`config.mk`:
```
export PLATFORM = sky130hd
export DESIGN_NAME = gpio_ctrl
export DESIGN_NICKNAME = d
export VERILOG_FILES = /design/src/rtl/gpio_ctrl.sv
export SDC_FILE = /design/constraint.sdc
export NUM_CORES = 1
export LEC_CHECK = 0
export ABC_AREA = 1
export BUFFER_PORTS_ARGS = -buffer_cell sky130_fd_sc_hd__buf_4
export CAP_MARGIN = 20
export CORE_UTILIZATION = 25
export DETAILED_ROUTE_END_ITERATION = 8
export SLEW_MARGIN = 20
export SYNTH_ARGS = -nofsm -noshare
export SYNTH_HDL_FRONTEND = slang
export SYNTH_SLANG_ARGS = --single-unit
```
`constraint.sdc`:
```
create_clock -name clk -period 2.3 [get_ports clk]
set_input_delay 0.46 -clock clk [delete_from_list [all_inputs] [get_ports clk]]
set_output_delay 0.46 -clock clk [all_outputs]
set_load 0.1 [all_outputs]
```
`src/rtl/gpio_ctrl.sv`:
```
// rtl/gpio_ctrl.sv - NUM_PINS GPIO controller on the peripheral dbus
//
// Purpose: pad output/enable registers with atomic set/clear/toggle, a
// SYNC_STAGES-deep input synchroniser, and per-pin level/edge interrupts
// with write-1-to-clear pending bits.
//
// Ports:
//   clk          single clock, rising edge
//   rst          synchronous active-high reset
//   gpio_sel_i   peripheral select from the address decoder
//   dbus2gpio_i  bus request (addr, w_data, w_en, req)
//   gpio2dbus_o  bus response (r_data, ack)
//   gpio_in_i    asynchronous pad inputs
//   gpio_out_o   pad output values (OUT register)
//   gpio_oe_o    pad output enables (DIR register, 1 = output)
//   gpio_irq_o   interrupt request, |(IE & IP)

package dbus_pkg;

  typedef struct packed {
    logic [31:0] addr;
    logic [31:0] w_data;
    logic        w_en;
    logic        req;
  } type_dbus2peri_s;

  typedef struct packed {
    logic [31:0] r_data;
    logic        ack;
  } type_peri2dbus_s;

endpackage

module gpio_ctrl
  import dbus_pkg::*;
#(
  parameter int NUM_PINS    = 8,
  parameter int SYNC_STAGES = 2
) (
  input  logic                clk,
  input  logic                rst,
  input  logic                gpio_sel_i,
  input  type_dbus2peri_s     dbus2gpio_i,
  output type_peri2dbus_s     gpio2dbus_o,
  input  logic [NUM_PINS-1:0] gpio_in_i,
  output logic [NUM_PINS-1:0] gpio_out_o,
  output logic [NUM_PINS-1:0] gpio_oe_o,
  output logic                gpio_irq_o
);

  localparam logic [7:0] ADDR_OUT      = 8'h00;
  localparam logic [7:0] ADDR_IN       = 8'h04;
  localparam logic [7:0] ADDR_DIR      = 8'h08;
  localparam logic [7:0] ADDR_OUT_SET  = 8'h0C;
  localparam logic [7:0] ADDR_OUT_CLR  = 8'h10;
  localparam logic [7:0] ADDR_OUT_TGL  = 8'h14;
  localparam logic [7:0] ADDR_IE       = 8'h18;
  localparam logic [7:0] ADDR_IP       = 8'h1C;
  localparam logic [7:0] ADDR_INT_TYPE = 8'h20;
  localparam logic [7:0] ADDR_INT_POL  = 8'h24;
  localparam logic [7:0] ADDR_INT_ANY  = 8'h28;

  // register state
  logic [NUM_PINS-1:0] out_q, out_d;
  logic [NUM_PINS-1:0] dir_q, dir_d;
  logic [NUM_PINS-1:0] ie_q, ie_d;
  logic [NUM_PINS-1:0] ip_q, ip_d;
  logic [NUM_PINS-1:0] type_q, type_d;
  logic [NUM_PINS-1:0] pol_q, pol_d;
  logic [NUM_PINS-1:0] any_q, any_d;

  // input synchroniser; the last stage is the IN register
  logic [SYNC_STAGES-1:0][NUM_PINS-1:0] sync_q, sync_d;
  logic [NUM_PINS-1:0]                  in_prev_q;
  logic [NUM_PINS-1:0]                  in_sync;

  // bus response
  logic        ack_q, ack_d;
  logic [31:0] rdata_q, rdata_d;

  // bus decode
  logic                rd_req, wr_req;
  logic                rd_fire, wr_fire;
  logic [7:0]          reg_addr;
  logic [NUM_PINS-1:0] wdata;
  logic [NUM_PINS-1:0] ip_clr;
  logic [NUM_PINS-1:0] rd_val;
  logic [31:0]         rd_word;

  // interrupt events
  logic [NUM_PINS-1:0] rise, fall, ev;

  // Address bits above the register window and data bits above NUM_PINS
  // are deliberately ignored.
  logic unused_bus;
  assign unused_bus = ^{dbus2gpio_i.addr[31:8], dbus2gpio_i.w_data};

  assign reg_addr = dbus2gpio_i.addr[7:0];
  assign wdata    = dbus2gpio_i.w_data[NUM_PINS-1:0];

  assign rd_req = dbus2gpio_i.req & ~dbus2gpio_i.w_en & gpio_sel_i;
  assign wr_req = dbus2gpio_i.req &  dbus2gpio_i.w_en & gpio_sel_i;

  // A request is serviced only in a cycle where no ack is being driven, so
  // a held request acks every other cycle and a write lands exactly once.
  assign rd_fire = rd_req & ~ack_q;
  assign wr_fire = wr_req & ~ack_q;
  assign ack_d   = (rd_req | wr_req) & ~ack_q;

  assign in_sync = sync_q[SYNC_STAGES-1];

  // ---------------------------------------------------------------------
  // Synchroniser shift
  // ---------------------------------------------------------------------
  always_comb begin
    sync_d    = sync_q;
    sync_d[0] = gpio_in_i;
    for (int s = 1; s < SYNC_STAGES; s++) begin
      sync_d[s] = sync_q[s-1];
    end
  end

  // ---------------------------------------------------------------------
  // Per-pin event detection
  // ---------------------------------------------------------------------
  assign rise = in_sync & ~in_prev_q;
  assign fall = ~in_sync & in_prev_q;

  always_comb begin
    ev = '0;
    for (int i = 0; i < NUM_PINS; i++) begin
      if (type_q[i]) begin
        // edge mode; ANY overrides the polarity selection
        if (any_q[i]) begin
          ev[i] = rise[i] | fall[i];
        end else if (pol_q[i]) begin
          ev[i] = rise[i];
        end else begin
          ev[i] = fall[i];
        end
      end else begin
        // level mode
        ev[i] = pol_q[i] ? in_sync[i] : ~in_sync[i];
      end
    end
  end

  // ---------------------------------------------------------------------
  // Register writes
  // ---------------------------------------------------------------------
  always_comb begin
    out_d  = out_q;
    dir_d  = dir_q;
    ie_d   = ie_q;
    type_d = type_q;
    pol_d  = pol_q;
    any_d  = any_q;
    ip_clr = '0;
    if (wr_fire) begin
      case (reg_addr)
        ADDR_OUT:      out_d  = wdata;
        ADDR_DIR:      dir_d  = wdata;
        ADDR_OUT_SET:  out_d  = out_q | wdata;
        ADDR_OUT_CLR:  out_d  = out_q & ~wdata;
        ADDR_OUT_TGL:  out_d  = out_q ^ wdata;
        ADDR_IE:       ie_d   = wdata;
        ADDR_IP:       ip_clr = wdata;
        ADDR_INT_TYPE: type_d = wdata;
        ADDR_INT_POL:  pol_d  = wdata;
        ADDR_INT_ANY:  any_d  = wdata;
        default:       ip_clr = '0;
      endcase
    end
  end

  // Edge-mode pins are sticky and a new event wins over a same-cycle clear;
  // level-mode pins simply follow the event and ignore writes. The mode in
  // force before this cycle's write decides which rule applies.
  assign ip_d = (type_q & (ev | (ip_q & ~ip_clr))) | (~type_q & ev);

  // ---------------------------------------------------------------------
  // Register reads
  // ---------------------------------------------------------------------
  always_comb begin
    rd_val = '0;
    case (reg_addr)
      ADDR_OUT:      rd_val = out_q;
      ADDR_IN:       rd_val = in_sync;
      ADDR_DIR:      rd_val = dir_q;
      ADDR_IE:       rd_val = ie_q;
      ADDR_IP:       rd_val = ip_q;
      ADDR_INT_TYPE: rd_val = type_q;
      ADDR_INT_POL:  rd_val = pol_q;
      ADDR_INT_ANY:  rd_val = any_q;
      default:       rd_val = '0;
    endcase
  end

  always_comb begin
    rd_word                 = '0;
    rd_word[NUM_PINS-1:0]   = rd_val;
  end

  // r_data is only non-zero in the ack cycle of a read
  assign rdata_d = rd_fire ? rd_word : 32'h0;

  // ---------------------------------------------------------------------
  // State
  // ---------------------------------------------------------------------
  always_ff @(posedge clk) begin
    if (rst) begin
      out_q     <= '0;
      dir_q     <= '0;
      ie_q      <= '0;
      ip_q      <= '0;
      type_q    <= '0;
      pol_q     <= '0;
      any_q     <= '0;
      sync_q    <= '0;
      in_prev_q <= '0;
      ack_q     <= 1'b0;
      rdata_q   <= 32'h0;
    end else begin
      out_q     <= out_d;
      dir_q     <= dir_d;
      ie_q      <= ie_d;
      ip_q      <= ip_d;
      type_q    <= type_d;
      pol_q     <= pol_d;
      any_q     <= any_d;
      sync_q    <= sync_d;
      in_prev_q <= in_sync;
      ack_q     <= ack_d;
      rdata_q   <= rdata_d;
    end
  end

  // ---------------------------------------------------------------------
  // Outputs
  // ---------------------------------------------------------------------
  assign gpio_out_o  = out_q;
  assign gpio_oe_o   = dir_q;
  assign gpio_irq_o  = |(ie_q & ip_q);
  assign gpio2dbus_o = type_peri2dbus_s'{r_data: rdata_q, ack: ack_q};

endmodule

```
==> summary.md <==
| Metric | Value |
|---|---|
| ANT cells | `0` |
| Setup TNS | `0 ps` |
| R2r startpoint | `ack_q` |
| CP Capture Type | `output pin` |
| Count of final hold-check violations | `0` |
| WHS Path Cells | `3` |
| Final Critical Period | `2030 ps` |
| Register-to-register setup slack | `710 ps` |
| Worst VDD drop | `0.000385 V` |
| Ys Warns | `0` |
| Area growth from synthesis to layout | `19.7%` |
| Ys flop type | `dfxtp_1` |
| WL/cell | `13.0 um` |
| CTS tree | `yes` |
| PortBufs | `54` |
| Post-synth top cells | `nand2_1, dfxtp_1, inv_1, nor2_1, a21oi_1` |
| Grt ovf | `0` |
| Setup CP Type | `register to output pin` |
| Worst-skew pair later-pin latency | `350 ps` |
| Postcts setup bufs | `0` |
| Crit path from | `ip_q[2]` |
| RD Place Congestion | `0.830` |
| Critical path, cell by cell | `a22o_1, a221oi_1, nand2_1, buf_4` |
| Slew HR | `0.589` |
| Floorplan row count | `50` |
| Root buf cell | `clkbuf_16` |
| Syn Area/Cell | `7.10 um2` |
| CP required | `1840 ps` |
| Layout cells sized above 1 | `0.152` |
| Worst setup SP type | `register` |
| CTS resizes | `0` |
| Clock buffer depth | `2` |
| Hold WC Path Type | `primary input to register` |
| Count leader, synth | `nand2_1` |
| Worst Min Path Start | `gpio_in_i[4]` |
| H-tree Lvls | `3` |
| Worst Max-Slew Pin Slew | `614 ps` |
| Total power | `approximately 3.6 mW` |
| Worst Path Buf+Inv | `1` |
| Synth async-reset ratio | `0` |
| F_max | `493 MHz` |
| CP top delay family | `compound AO/OA/AOI/OAI gates` |
| I/O pins | `127` |
| DR vias | `4,396` |
| Final Skew | `8.80 ps` |
| Worst path max stage delay | `around 320 ps` |
| Vias in the first global route | `around 3,900` |
| Synth top area cells | `dfxtp_1, nand2_1, ha_1` |
| GRT Resource Usage Total | `0.136` |
| Synth top area share | `0.364` |
| Leak | `2.66 nW` |
| First-pass DRT Iterations | `4` |
| Die Wd | `142 um` |
| Instance count on the critical path | `4` |
| Pwr dens | `619 nW/um2` |
| Largest net degree at the start of global routing | `25` |
| Max-Cap Viols | `0` |
| Die Ht | `approximately 140 um` |
| Num CTS Buffers | `9` |
| WL final | `13,200 um` |
| First-pass GRT wire length | `21,000 um` |
| Initial antenna violation count | `0` |
| RSZ-0062 raised after global routing | `no` |
| Fin nets | `859` |
| Crit path DAT | `1570 ps` |
| R2R depth | `5` |
| Final slew viol count | `0` |
| Dpl hpwl | `approximately 10000 um` |
| Status | `complete, no violations` |
| Period utilisation layout | `0.883` |
| Core ar. | `19,000 um2` |
| Final Setup Violations | `0` |
| Starting Density | `0.258` |
| Final ANT Viol Nets | `0` |
| EDFF count, synth | `0` |
| CTS Hold Bufs | `0` |
| Via/cell ratio | `4.33` |
| Synthesized instance count | `around 700` |
| Synth cell types | `30` |
| Synthesized cell area | `4890 um2` |
| CP max stage cell | `dfxtp_1` |
| Number of synthesized register bits | `89` |
| Seq/Total Area, Yosys | `0.364` |
| Critical-path maximum fanout | `3` |
| Iter 0 DRT Violations | `282` |
| CTS clock-pin slew for the worst setup and hold paths | `60 ps` |
| Total Die Area | `20,100 um2` |
| Clk sinks | `89` |
| Area leader, netlist | `dfxtp_1` |
| DRC Markers | `0` |
[per-layer routing]
layer  vias up  track usage  share of wire
met4         0       0.0340         0.0081
li1       2256            -              -
met2       127        0.222           0.46
met1      2006        0.180           0.46
met5         -            0              0
met3         7       0.0297          0.067
[sequential cells by signal (all words and copies together) (netlist names)]
name        cells
ack_q           1
in_prev_q       8
rdata_q         8
ie_q            8
in_sync         8
gpio_out_o      8
sync_d          8
pol_q           8
type_q          8
any_q           8
ip_q            8
gpio_oe_o       8
[logic make-up after synthesis]
logic type / Yosys count / share of synthesized area
other: 1 / 0.000767
flip-flops: 89 / 0.364
adder cells (fa/ha/maj): 32 / 0.0819
AO/OA/AOI/OAI: 118 / 0.127
AND/OR/NAND/NOR: 310 / 0.284
XOR/XNOR: 8 / 0.0143
buffers and inverters: 131 / 0.128
[stage by stage]
stage          utilization  setup slack [ps]  instances  hold WS, ps  instance area (um2)
6_report             0.309               270       1015          319                 5860
5_1_grt              0.309               189       1015          315                 5860
4_1_cts              0.309               243       1015          308                 5860
3_5_place_dp         0.292               349        999          393                 5530
3_3_place_gp         0.292               370        999          391                 5530
2_1_floorplan            -               440        712          388                 4980
[worst reg2reg max path, cell delays in order, from the launching register on]
cell     delay (ps)
dfxtp_1         340
nor2_4          290
inv_2           120
nor3_4          490
o21ai_0         150
a21oi_1         130
[layout make-up]
cell class | count | area [um2]
well taps | 260 | 325
fillers | 2056 | 13100
repair buffers | 68 | 510
inverters | 90 | 338
clock buffers | 12 | 256
multi-input cells | 492 | 2570
flip-flops and latches | 89 | 1780
clock inverters | 4 | 73.8
[power by group]
part,leakage [nW],internal (mW),switching [mW],total (mW)
sequential,0.724,1.57,0.0204,1.59
combinational,1.77,0.0855,0.315,0.401
clock,0.163,1.01,0.621,1.64
[layout by cell type, fill, tap and decap left out]
master / count
nand2_1: 151
dfxtp_1: 89
inv_1: 87
nor2_1: 87
buf_4: 68
a21oi_1: 56
o21ai_0: 52
ha_1: 32
nand3_1: 30
conb_1: 24
nand4_1: 13
nor2_4: 9
clkbuf_16: 9
nor2_2: 8
xnor2_1: 8
nand2_2: 4
nand2_4: 4
o21ai_1: 3
a22o_1: 2
a221oi_1: 2
inv_2: 2
nand3_2: 2
a211oi_2: 2
clkbuf_8: 2
bufinv_16: 2
clkinv_1: 1
nor3_4: 1
nor3_1: 1
a21boi_1: 1
clkinv_2: 1
inv_6: 1
clkbuf_1: 1
[final timing paths]
kind / endpoint
setup / recovery: gpio_irq_o
hold / removal: sync_d[12]
setup reg to reg: gpio_oe_o[1]
hold reg to reg: in_sync[0]
Power figures use the tool's default switching activity.
